## config.mk

```make
export PLATFORM = sky130hd
export DESIGN_NAME = lbl_fifo
export DESIGN_NICKNAME = d
export VERILOG_FILES = /design/src/rtl/lbl_pkg.sv /design/src/rtl/lbl_fifo_slot.sv /design/src/rtl/lbl_fifo.sv
export SDC_FILE = /design/constraint.sdc
export NUM_CORES = 1
export LEC_CHECK = 0
export CAP_MARGIN = 30
export CORE_MARGIN = 1
export CORE_UTILIZATION = 40
export DETAILED_ROUTE_END_ITERATION = 6
export GPL_ROUTABILITY_DRIVEN = 0
export PLACE_DENSITY = 0.67
export RECOVER_POWER = 100
export REMOVE_ABC_BUFFERS = 1
export SKIP_CTS_REPAIR_TIMING = 1
export SLEW_MARGIN = 20
export SYNTH_ARGS = -nofsm -noshare
export SYNTH_HDL_FRONTEND = slang
export SYNTH_SLANG_ARGS = --single-unit
```

## constraint.sdc

```tcl
create_clock -name clk -period 2.15 [get_ports clk]
set_input_delay 0.215 -clock clk [delete_from_list [all_inputs] [get_ports clk]]
set_output_delay 0.215 -clock clk [all_outputs]
set_load 0.02 [all_outputs]
```

## src/rtl/lbl_pkg.sv

```systemverilog
// Label constants shared by every labelled stage.
// Domain mapping: a label of 0 is the L domain and a label of 1 is the H domain.
package lbl_pkg;
   localparam int unsigned LBL_W = 1;

   typedef logic [LBL_W-1:0] lbl_t;

   localparam lbl_t LBL_L = 1'b0;
   localparam lbl_t LBL_H = 1'b1;

   function automatic logic lbl_is_high(input lbl_t l);
      return l == LBL_H;
   endfunction
endpackage

```

## src/rtl/lbl_fifo_slot.sv

```systemverilog
// One buffer slot: a label/data register pair.
// A write stores both fields together. A scrub clears both fields together.
module lbl_slot
   import lbl_pkg::*;
#(
   parameter int unsigned WIDTH = 8
) (
   input  logic             clk,
   input  logic             rst_n,
   input  logic             wr_en,
   input  logic             scrub,
   input  lbl_t             wr_lbl,
   input  logic [WIDTH-1:0] wr_data,
   output lbl_t             lbl,
   output logic [WIDTH-1:0] data
);
   lbl_t             r_lbl;
   logic [WIDTH-1:0] r_data;

   always_ff @(posedge clk or negedge rst_n) begin
      if (!rst_n) begin
         r_lbl  <= LBL_L;
         r_data <= '0;
      end else if (wr_en) begin
         r_lbl  <= wr_lbl;
         r_data <= wr_data;
      end else if (scrub) begin
         r_lbl  <= LBL_L;
         r_data <= '0;
      end
   end

   assign lbl  = r_lbl;
   assign data = r_data;
endmodule

```

## src/rtl/lbl_fifo.sv

```systemverilog
// In-order buffer for (label, data) pairs with a valid/ready handshake on both sides.
// Each freed slot is scrubbed to 0/0. Control logic never looks at labels or data.
module lbl_fifo
   import lbl_pkg::*;
#(
   parameter int unsigned DEPTH = 4,
   parameter int unsigned WIDTH = 8
) (
   input  logic                       clk,
   input  logic                       rst_n,
   input  logic                       push_valid,
   output logic                       push_ready,
   input  logic                       push_lbl,
   input  logic [WIDTH-1:0]           push_data,
   output logic                       pop_valid,
   input  logic                       pop_ready,
   output logic                       pop_lbl,
   output logic [WIDTH-1:0]           pop_data,
   output logic [$clog2(DEPTH+1)-1:0] count
);
   localparam int unsigned PW = $clog2(DEPTH);
   localparam int unsigned CW = $clog2(DEPTH+1);

   logic [PW-1:0]    r_wr_ptr;
   logic [PW-1:0]    r_rd_ptr;
   logic [CW-1:0]    r_count;
   logic             w_push;
   logic             w_pop;
   lbl_t             w_slot_lbl  [DEPTH];
   logic [WIDTH-1:0] w_slot_data [DEPTH];

   assign push_ready = (r_count != CW'(DEPTH));
   assign pop_valid  = (r_count != '0);
   assign w_push     = push_valid && push_ready;
   assign w_pop      = pop_valid && pop_ready;

   // A write and a scrub never hit the same slot on one edge.
   // That could only happen when empty (no pop) or when full (no push).
   for (genvar gi = 0; gi < DEPTH; gi++) begin : g_slot
      lbl_slot #(.WIDTH(WIDTH)) u_slot (
         .clk     (clk),
         .rst_n   (rst_n),
         .wr_en   (w_push && (r_wr_ptr == PW'(gi))),
         .scrub   (w_pop && (r_rd_ptr == PW'(gi))),
         .wr_lbl  (push_lbl),
         .wr_data (push_data),
         .lbl     (w_slot_lbl[gi]),
         .data    (w_slot_data[gi])
      );
   end

   always_ff @(posedge clk or negedge rst_n) begin
      if (!rst_n) begin
         r_wr_ptr <= '0;
         r_rd_ptr <= '0;
         r_count  <= '0;
      end else begin
         if (w_push) r_wr_ptr <= r_wr_ptr + PW'(1);
         if (w_pop)  r_rd_ptr <= r_rd_ptr + PW'(1);
         case ({w_push, w_pop})
            2'b10:   r_count <= r_count + CW'(1);
            2'b01:   r_count <= r_count - CW'(1);
            default: r_count <= r_count;
         endcase
      end
   end

   assign pop_lbl  = w_slot_lbl[r_rd_ptr];
   assign pop_data = w_slot_data[r_rd_ptr];
   assign count    = r_count;
endmodule
```

==> impl_metrics.py, run 1 <==
metrics = {
    "layout": {
        "fin_cells": 291,
        "layout.nets": 243,
        "syn2layout_area_growth_pct": 18.89,
        "drive_gt1_share_pct": 17.19,
        "antenna_cells": 0,
        "fill_cells": 490,
        "regArea_sq_um": 1080,
        "multi_input_area_sq_um": 1030,
    },
    "detailed_routing": {
        "wire_per_inst_um": 15.22,
        "ant_nets": 0,
        "vias": 1430,
        "first_iter_violations": 102,
        "drt_wl_total_um": 4430,
        "vias_per_cell": 4.914,
        "dr.pass1.iters": 6,
        "drc_errors": 0,
    },
    "global_routing": {
        "grtUsageTotal_pct": 16.96,
        "met2_usage_pct": 28.13,
        "grt_max_degree": 44,
        "use_met1_pct": 22.69,
        "antenna_found_initial": 0,
        "overflow": 0,
        "grt_use_met3_pct": 2.738,
        "grt-busiest-layer": "met2",
        "grt_pass1_wl_um": 7652,
        "grt_pass1_vias": 1555,
    },
    "sta": {
        "max_slew_margin_pct": 28.46,
        "setup_viol": 0,
        "period_needed_ns": 2.057,
        "fin_tns_setup_ns": 0,
        "hold-worst-slack_ns": 0.1991,
        "rsz0062_at_grt": "false",
        "hold_viol_final": 0,
        "drv_slew": 0,
        "tightest_slew_ns": 1.073,
        "period_share_pct": 95.70,
        "max_freq_mhz": 486.0,
        "skew_ns": 0.007592,
    },
    "worst_setup_path": {
        "rrSetupSlack_ns": 0.17,
        "cp_data_arrival_time_ns": 1.84,
        "crit_path_start": "r_rd_ptr[0]$_DFFE_PN0P_",
        "timing.rr.end": "count[2]$_DFFE_PN0P_",
        "crit_slowest_cell": "clkdlybuf4s50_1",
        "max_stage_delay_ns": 0.55,
        "reg2reg_from": "count[1]$_DFFE_PN0P_",
        "worstPathMaxFanout": 6,
        "cp_num_buf_inv": 2,
        "cp-end-kind": "output port",
        "reg2reg_depth": 8,
        "path_cells": "buf_4, mux4_2, clkdlybuf4s50_1",
        "cp.required_ns": 1.93,
        "critPathKind": "reg -> out",
        "start_kind": "flip-flop",
        "crit_family": "buffers and inverters",
    },
    "logic_synthesis": {
        "synth.most_common_cell": "dfrtp_1",
        "yosys.area.top_type_share_pct": 48.07,
        "synth_commonest_cells": "43 x dfrtp_1, 39 x nand2_1, 36 x mux2i_1",
        "ys.flop_type": "dfrtp_1",
        "syn_area_sq_um": 2238,
        "yosysUniqueCellTypes": 20,
        "avgSynthCellArea_sq_um": 12.17,
        "synth-seq-cells": 43,
        "synth_top_cell_by_area": "dfrtp_1",
        "ys_seq_area_share_pct": 48.07,
        "synth_edf_count": 0,
        "synth_warnings": 0,
        "synth-async-reset-ratio_pct": 100.0,
        "netlist_instances": 184,
        "synthTopCellsByArea": "dfrtp_1 48%, mux2i_1 16%, mux4_2 9.1%",
    },
    "power": {
        "p_sw_w": 0.001487,
        "cell_internal_pwr_w": 0.002318,
        "p_clk_share_pct": 15.1,
        "swShare_pct": 39.07,
        "ir_drop_uv": 718.5,
        "powerDensity_nw_per_um2": 1430,
        "pwr-share-seq_pct": 36.6,
        "p_comb_share_pct": 48.4,
        "p_total_w": 0.003805,
        "p_leak_nw": 1.203,
    },
    "status": {
        "status": "finished clean",
    },
    "clocking": {
        "cts_tree": "yes",
        "cts.clk_slew.worst_paths_ns": 0.08,
        "cts_buffers": 5,
        "clock_latency_ns": 0.29,
        "cts.sinks": 43,
        "cts_max_level": 2,
        "root_buffer": "clkbuf_8",
        "max-clock-path-buffers": 2,
    },
    "place": {
        "dp_hpwl_um": 2861,
        "dp_cells": 280,
        "io_buffers": 26,
    },
    "floorplanning": {
        "die_h_um": 76.81,
        "initial_core_util_pct": 42.74,
        "die_area_sq_um": 5899,
        "fp-row-count": 26,
        "core_sq_um": 5238,
        "die_w_um": 76.81,
        "io_pins": 27,
    },
    "run": {
        "drv_cap": 0,
    },
    "min_path": {
        "min_path_type": "in -> async",
    },
}
cell families (layout without fill, tap and decap cells):
kind of cell,after synthesis,in the layout,synth area share [%]
and+or+nand+nor,46,46,9.391
DFF,43,43,48.07
muxes,47,47,26.16
buffers and inverters,28,65,6.707
adders and majority gates,10,10,5.925
xor gates and xnor gates,5,5,1.957
AOI/OAI and AO/OA,5,5,1.788
metal layers:
| metal | up-vias | share of wire (%) |
|---|---|---|
| met5 | - | 0 |
| met4 | 0 | 1.2 |
| met3 | 7 | 2.7 |
| met2 | 28 | 49 |
| met1 | 706 | 47 |
| li1 | 689 | - |
power by group through the flow:
stage               Sequential (W)  Clock (W)  Combinational [W]
finish                     0.00139   0.000573            0.00184
global route               0.00145   0.000626            0.00204
CTS                        0.00141   0.000588            0.00201
detailed placement         0.00142          0            0.00200
global placement           0.00141          0            0.00197
floorplan                  0.00144          0            0.00118
sequential cells by signal (all words and copies together) (netlist names):
register            count
r_rd_ptr                2
g_slot.u_slot.lbl       4
g_slot.u_slot.data     32
r_wr_ptr                2
count                   3
cell usage in the layout (no fill, tap or decap), types with 2 or more instances in the layout:
cell,Yosys,layout
inv_1,17,17
dfrtp_1,43,40
clkbuf_2,0,3
mux2i_1,36,36
mux4_2,9,9
clkdlybuf4s50_1,0,13
buf_4,1,7
dfrtp_2,0,3
xnor2_1,3,3
nand2_1,39,39
ha_1,9,9
o311ai_2,0,2
mux2_1,2,2
clkbuf_8,0,7
clkbuf_1,2,11
dlygate4sd3_1,0,4
xor2_1,2,2
o311ai_0,0,2
and3_4,4,4
worst max path at each step:
stage                                end  slack, ns  cells past startpoint
detailed placement  count[2]$_DFFE_PN0P_       0.05                      8
CTS                          pop_data[1]      -0.07                      2
global placement    count[2]$_DFFE_PN0P_       0.11                      8
global route                 pop_data[0]       0.02                      3
finish                       pop_data[0]       0.09                      3
floorplan           count[2]$_DFFE_PN0P_      -0.15                      8
through the flow:
| step | utilization [%] | setup slack (ns) | instance area [sq um] |
|---|---|---|---|
| after floorplan | - | -0.1540 | 2152 |
| after global placement | 49.50 | 0.1148 | 2592 |
| after detailed placement | 49.50 | 0.05007 | 2592 |
| after CTS | 51.48 | -0.07040 | 2696 |
| after global routing | 50.81 | 0.01545 | 2661 |
| final | 50.81 | 0.09252 | 2661 |
area by class of cell:
type,count,area share (%)
repair buffers,40,11.14
multi-input cells,113,38.69
inverters,17,2.398
clock inverters,1,0.2821
well taps,70,3.291
flip-flops and latches,43,40.57
clock buffers,7,3.620
(Power assumes the default switching activity.)
==> run 2: changes to the inputs <==
ABC_AREA = 1   (was unset)
CORE_UTILIZATION = 50   (was 40)
PLACE_DENSITY = 0.8   (was 0.67)
SKIP_LAST_GASP = 1   (was unset)
==> run 2 against run 1 <==
Effect of this change: setup slack improved by 0.11 ns; critical path depth unchanged; total power is 2.8% higher; synthesized cell count up 38%; sequential share of layout area is 1.7 points higher; sequential cell count stayed put; clock skew about the same; final cell count is 16% higher; combinational power up 9%; largest cell class unchanged.
==> impl_metrics.py, run 2 <==
metrics = {
    "status": {
        "status": "finished clean",
    },
    "clocking": {
        "root_buffer": "clkbuf_8",
        "cts_max_level": 2,
        "clock_latency_ns": 0.30,
        "cts_tree": "yes",
        "cts.sinks": 43,
        "cts_buffers": 5,
        "max-clock-path-buffers": 2,
        "cts.clk_slew.worst_paths_ns": 0.08,
    },
    "place": {
        "place_area_sq_um": 2525,
        "io_buffers": 26,
        "dp_hpwl_um": 3450,
        "dp_cells": 330,
    },
    "layout": {
        "final_common_cell": "nand2_1",
        "antenna_cells": 0,
        "largest_register_ffs": 32,
        "drive_gt1_share_pct": 10.07,
        "fin_cells": 338,
        "layout.nets": 311,
        "syn2layout_area_growth_pct": 16.50,
        "postLayoutCellArea_sq_um": 2544,
        "mostFrequentLayoutCells": "77 x nand2_1, 43 x dfrtp_1, 40 x nand3_1",
        "fill_cells": 367,
    },
    "global_routing": {
        "grt_pass1_wl_um": 8769,
        "grtUsageTotal_pct": 26.40,
        "overflow": 0,
        "antenna_found_initial": 0,
        "grt_max_degree": 24,
        "grt_pass1_vias": 1805,
    },
    "detailed_routing": {
        "drt_wl_total_um": 5270,
        "vias_per_cell": 5.550,
        "dr.pass1.iters": 4,
        "wire_per_inst_um": 15.59,
        "drc_errors": 0,
        "ant_nets": 0,
        "first_iter_violations": 178,
        "vias": 1876,
    },
    "sta": {
        "period_needed_ns": 1.947,
        "period_share_pct": 90.56,
        "tightest_slew_ns": 1.291,
        "max_freq_mhz": 513.6,
        "drv_slew": 0,
        "rsz0062_at_grt": "false",
        "skew_ns": 0.007986,
        "setup_viol": 0,
        "hold_viol_final": 0,
        "max_slew_margin_pct": 13.95,
    },
    "worst_setup_path": {
        "path_cells": "nor2_2, nand2_4, dlygate4sd3_1",
        "crit_slowest_cell": "dlygate4sd3_1",
        "worstPathMaxFanout": 6,
        "cp.required_ns": 1.93,
        "start_kind": "flip-flop",
        "critPathKind": "reg -> out",
        "max_stage_delay_ns": 0.68,
        "cp-end-kind": "output port",
        "cp_data_arrival_time_ns": 1.73,
    },
    "logic_synthesis": {
        "syn_area_sq_um": 2183,
        "synthTopCellsByArea": "dfrtp_1 49%, nand2_1 13%, nand3_1 8.3%",
        "synth.most_common_cell": "nand2_1",
        "ys.flop_type": "dfrtp_1",
        "synth_top_cell_by_area": "dfrtp_1",
        "yosysUniqueCellTypes": 24,
        "synth_commonest_cells": "78 x nand2_1, 43 x dfrtp_1, 36 x nand3_1",
        "synth_warnings": 0,
        "avgSynthCellArea_sq_um": 8.630,
        "netlist_instances": 253,
        "yosys.area.top_type_share_pct": 49.28,
        "synth_edf_count": 0,
        "ys_seq_area_share_pct": 49.28,
        "synth-seq-cells": 43,
        "synth-async-reset-ratio_pct": 100.0,
    },
    "power": {
        "ir_drop_uv": 716.5,
        "powerDensity_nw_per_um2": 1538,
        "p_leak_nw": 1.294,
    },
    "floorplanning": {
        "die_area_sq_um": 4635,
        "initial_core_util_pct": 53.43,
        "fp-row-count": 23,
        "core_sq_um": 4086,
        "io_pins": 27,
        "die_w_um": 68.08,
        "die_h_um": 68.08,
    },
    "run": {
        "drv_cap": 0,
    },
    "min_path": {
        "min_path_type": "reg -> reg",
    },
}
==> run 2: changes by cell type after synthesis, moves of 7 or more <==
cell and delta:
nand2_1 +39, mux2i_1 -36, nand3_1 +36, nor2_1 +18
o21ai_0 +18, mux4_2 -9, o22ai_1 +9, inv_1 -7
==> run 2: cell families (layout without fill, tap and decap cells) <==
| logic type | Yosys count | after routing | synth area share [%] |
|---|---|---|---|
| AND/OR/NAND/NOR | 145 | 145 | 31.40 |
| flip-flops | 43 | 43 | 49.28 |
| AO/OA/AOI/OAI | 30 | 30 | 7.564 |
| buffers and inverters | 21 | 56 | 4.069 |
| adder cells (fa/ha/maj) | 10 | 10 | 6.075 |
| XOR/XNOR | 4 | 4 | 1.605 |
==> run 2: cell type report <==
type / count / area, sq um / area share [%]
clock inverters: 1 / 5.005 / 0.1968
clock buffers: 6 / 82.58 / 3.246
inverters: 14 / 53.80 / 2.115
well taps: 50 / 62.56 / 2.459
flip-flops and latches: 43 / 1076 / 42.30
multi-input cells: 189 / 1001 / 39.35
repair buffers: 35 / 262.8 / 10.33
==> run 2: worst paths after layout <==
check,cells past startpoint,endpoint,slack [ns],from
setup / recovery,3,push_ready,0.20,count[1]$_DFFE_PN0P_
max in group asynchronous,3,g_slot[3].u_slot.data[5]$_DFFE_PN0P_,0.49,rst_n
setup reg to reg,10,count[2]$_DFFE_PN0P_,0.23,count[2]$_DFFE_PN0P_
hold reg to reg,2,g_slot[1].u_slot.data[0]$_DFFE_PN0P_,0.50,g_slot[1].u_slot.data[0]$_DFFE_PN0P_
hold / removal,2,g_slot[1].u_slot.data[0]$_DFFE_PN0P_,0.50,g_slot[1].u_slot.data[0]$_DFFE_PN0P_
min in group asynchronous,2,g_slot[3].u_slot.data[3]$_DFFE_PN0P_,0.72,rst_n
==> run 2: report_power, final <==
| part | total (W) | internal, W | switching [W] |
|---|---|---|---|
| Combinational | 0.00201 | 0.000697 | 0.00131 |
| Sequential | 0.00137 | 0.00116 | 0.000215 |
| Clock | 0.000529 | 0.000252 | 0.000277 |
| Total | 0.00391 | 0.00211 | 0.00181 |
==> run 2: stage by stage <==
stage | util [%] | power, W | setup WS, ns | hold WS [ns] | setup TNS, ns
after floorplan | - | 0.002742 | 0.1328 | -0.08059 | 0
after global placement | 61.79 | 0.003565 | 0.2310 | 0.2196 | 0
after detailed placement | 61.79 | 0.003607 | 0.1666 | 0.2243 | 0
after CTS | 63.93 | 0.004149 | -0.1309 | -0.1007 | -0.4748
after global routing | 62.25 | 0.004246 | 0.05647 | 0.5171 | 0
final | 62.25 | 0.003912 | 0.2029 | 0.5006 | 0
==> run 2: critical path, delay by kind of cell, from the launching register on <==
family,cells,cell delay [ns]
AND/OR/NAND/NOR,2,0.34
flip-flops,1,0.42
buffers and inverters,1,0.68
==> run 2: routing by layer <==
layer / vias up / share of wire (%) / routed length, um / track usage, %
met2: 54 / 49 / 2560 / 40.81
li1: 905 / - / - / -
met5: - / 0 / 0 / 0
met4: 0 / 1.2 / 61 / 8.854
met1: 910 / 44 / 2304 / 35.81
met3: 7 / 6.5 / 343 / 7.000
==> run 3: changes to the inputs <==
GPL_TIMING_DRIVEN = 0   (was unset)
PLACE_DENSITY = unset   (was 0.8)
PLACE_DENSITY_LB_ADDON = 0.12   (was unset)
==> run 3 against run 2 <==
Effect of this change: worst hold slack lost 0.020 ns; highest routed layer unchanged; cell area grew 4.7%; largest power group unchanged; setup slack lost 0.21 ns; non-clock buffer count shrank 2; the run now ends with setup timing left.
==> impl_metrics.py, run 3 (synthesized netlist as in run 2, its figures left out) <==
metrics = {
    "floorplanning": {
        "fp-row-count": 23,
        "io_pins": 27,
        "die_w_um": 68.08,
        "die_h_um": 68.08,
        "initial_core_util_pct": 53.43,
        "die_area_sq_um": 4635,
        "core_sq_um": 4086,
    },
    "clocking": {
        "cts_buffers": 5,
        "clock_latency_ns": 0.30,
        "cts_tree": "yes",
        "max-clock-path-buffers": 2,
        "root_buffer": "clkbuf_8",
        "cts.clk_slew.worst_paths_ns": 0.08,
        "cts_max_level": 2,
        "cts.sinks": 43,
    },
    "power": {
        "powerDensity_nw_per_um2": 1588,
        "ir_drop_uv": 833.7,
        "p_total_w": 0.004230,
        "p_leak_nw": 1.412,
    },
    "layout": {
        "syn2layout_area_growth_pct": 22.01,
        "fill_cells": 365,
        "layout.nets": 312,
        "largest_register_ffs": 32,
        "mostFrequentLayoutCells": "77 x nand2_1, 41 x dfrtp_1, 37 x nand3_1",
        "postLayoutCellArea_sq_um": 2664,
        "drive_gt1_share_pct": 12.07,
        "final_common_cell": "nand2_1",
        "finalCoreUtilization_pct": 65.19,
        "antenna_cells": 0,
        "fin_cells": 340,
    },
    "worst_setup_path": {
        "start_kind": "flip-flop",
        "worstPathMaxFanout": 12,
        "reg2reg_from": "count[1]$_DFFE_PN0P_",
        "max_stage_delay_ns": 0.62,
        "timing.rr.end": "count[2]$_DFFE_PN0P_",
        "path_cells": "clkinvlp_4, buf_4, o21ai_0, o22ai_1, clkdlybuf4s50_1",
        "crit_path_start": "r_rd_ptr[1]$_DFFE_PN0P_",
        "critPathKind": "reg -> out",
        "crit_family": "buffers and inverters",
        "crit_slowest_cell": "clkdlybuf4s50_1",
        "cp_data_arrival_time_ns": 1.94,
        "cp-endpoint": "pop_data[1]",
        "reg2reg_depth": 9,
        "cp.depth": 5,
        "rrSetupSlack_ns": 0.10,
        "cp_num_buf_inv": 3,
        "cp.required_ns": 1.93,
        "cp-end-kind": "output port",
    },
    "place": {
        "preCtsSetupSlack_ns": -0.3297,
        "dp_cells": 323,
        "io_buffers": 26,
        "place_area_sq_um": 2485,
        "dp_hpwl_um": 3335,
    },
    "sta": {
        "max_freq_mhz": 463.5,
        "drv_slew": 0,
        "setup_viol": 1,
        "max_slew_margin_pct": 48.61,
        "setup_ws_ns": -0.007696,
        "tightest_slew_ns": 0.7708,
        "hold_viol_final": 0,
        "skew_ns": 0.01157,
        "rsz0062_at_grt": "true",
        "period_needed_ns": 2.158,
        "period_share_pct": 100.4,
    },
    "detailed_routing": {
        "first_iter_violations": 191,
        "drc_errors": 0,
        "ant_nets": 0,
        "vias_per_cell": 5.568,
        "dr.pass1.iters": 6,
        "vias": 1893,
        "drt_wl_total_um": 5645,
        "wire_per_inst_um": 16.60,
    },
    "status": {
        "violations": "setup timing",
        "status": "finished, violations left",
    },
    "global_routing": {
        "grt_pass1_wl_um": 8355,
        "antenna_found_initial": 0,
        "grt_max_degree": 32,
        "overflow": 0,
        "grt_pass1_vias": 1661,
        "grtUsageTotal_pct": 25.63,
    },
    "run": {
        "drv_cap": 0,
    },
    "min_path": {
        "min_path_type": "in -> async",
    },
}
## run 3: cell types whose count changed in the layout (fill, tap and decap cells not counted), sizes merged
cell,previous run,this run
buf,6,5
clkinv,1,0
dlymetal6s2s,0,8
clkdlybuf4s50,11,17
dlygate4sd3,6,1
clkinvlp,1,6
clkbuf,18,9
inv,13,12
## run 3: cell type report
class                           instances  area [sq um]  area share [%]
Clock inverter                          1         7.507          0.2818
Timing Repair Buffer                   33         330.3           12.40
Timing Repair inverter                  3         20.02          0.7515
Tap cell                               50         62.56           2.349
Multi-Input combinational cell        189          1006           37.76
Sequential cell                        43          1081           40.58
Inverter                               14         60.06           2.255
Clock buffer                            7         96.34           3.617
## run 3: power breakdown
part	switching (W)	total, W	internal [W]
clock network	0.000282	0.000574	0.000292
logic	0.00132	0.00221	0.000895
registers	0.000280	0.00145	0.00117
## run 3: per-layer routing
metal / GRT usage (%) / up-vias / wire length (um)
li1: - / 909 / -
met1: 35.54 / 895 / 2399
met2: 40.81 / 74 / 2702
met3: 4.000 / 15 / 411
met4: 8.333 / 0 / 131
met5: 0 / - / 0
## run 3: worst min-delay path by stage
stage | to | cells after the start | startpoint
global placement | g_slot[2].u_slot.data[2]$_DFFE_PN0P_ | 2 | g_slot[2].u_slot.data[2]$_DFFE_PN0P_
floorplan | count[0]$_DFFE_PN0P_ | 0 | rst_n
global route | g_slot[0].u_slot.data[6]$_DFFE_PN0P_ | 2 | g_slot[0].u_slot.data[6]$_DFFE_PN0P_
finish | count[2]$_DFFE_PN0P_ | 2 | rst_n
detailed placement | count[2]$_DFFE_PN0P_ | 1 | rst_n
CTS | count[2]$_DFFE_PN0P_ | 1 | rst_n
## run 3: worst register-to-register path, stage by stage (launching register included)
cell      delay, ns
dfrtp_1        0.42
nor2_1         0.26
nand2_4        0.16
nand2_2        0.14
ha_1           0.18
inv_1          0.06
fa_1           0.38
nand2_1        0.08
nand3b_1       0.10
xor2_1         0.15
## run 3: metrics by stage
step / setup TNS, ns / hold WS (ns)
6_report: -0.007696 / 0.4802
3_3_place_gp: -17.25 / 0.4797
3_5_place_dp: -2.854 / 0.1358
4_1_cts: -5.471 / -0.1865
2_1_floorplan: 0 / -0.08059
5_1_grt: -0.2007 / 0.5179
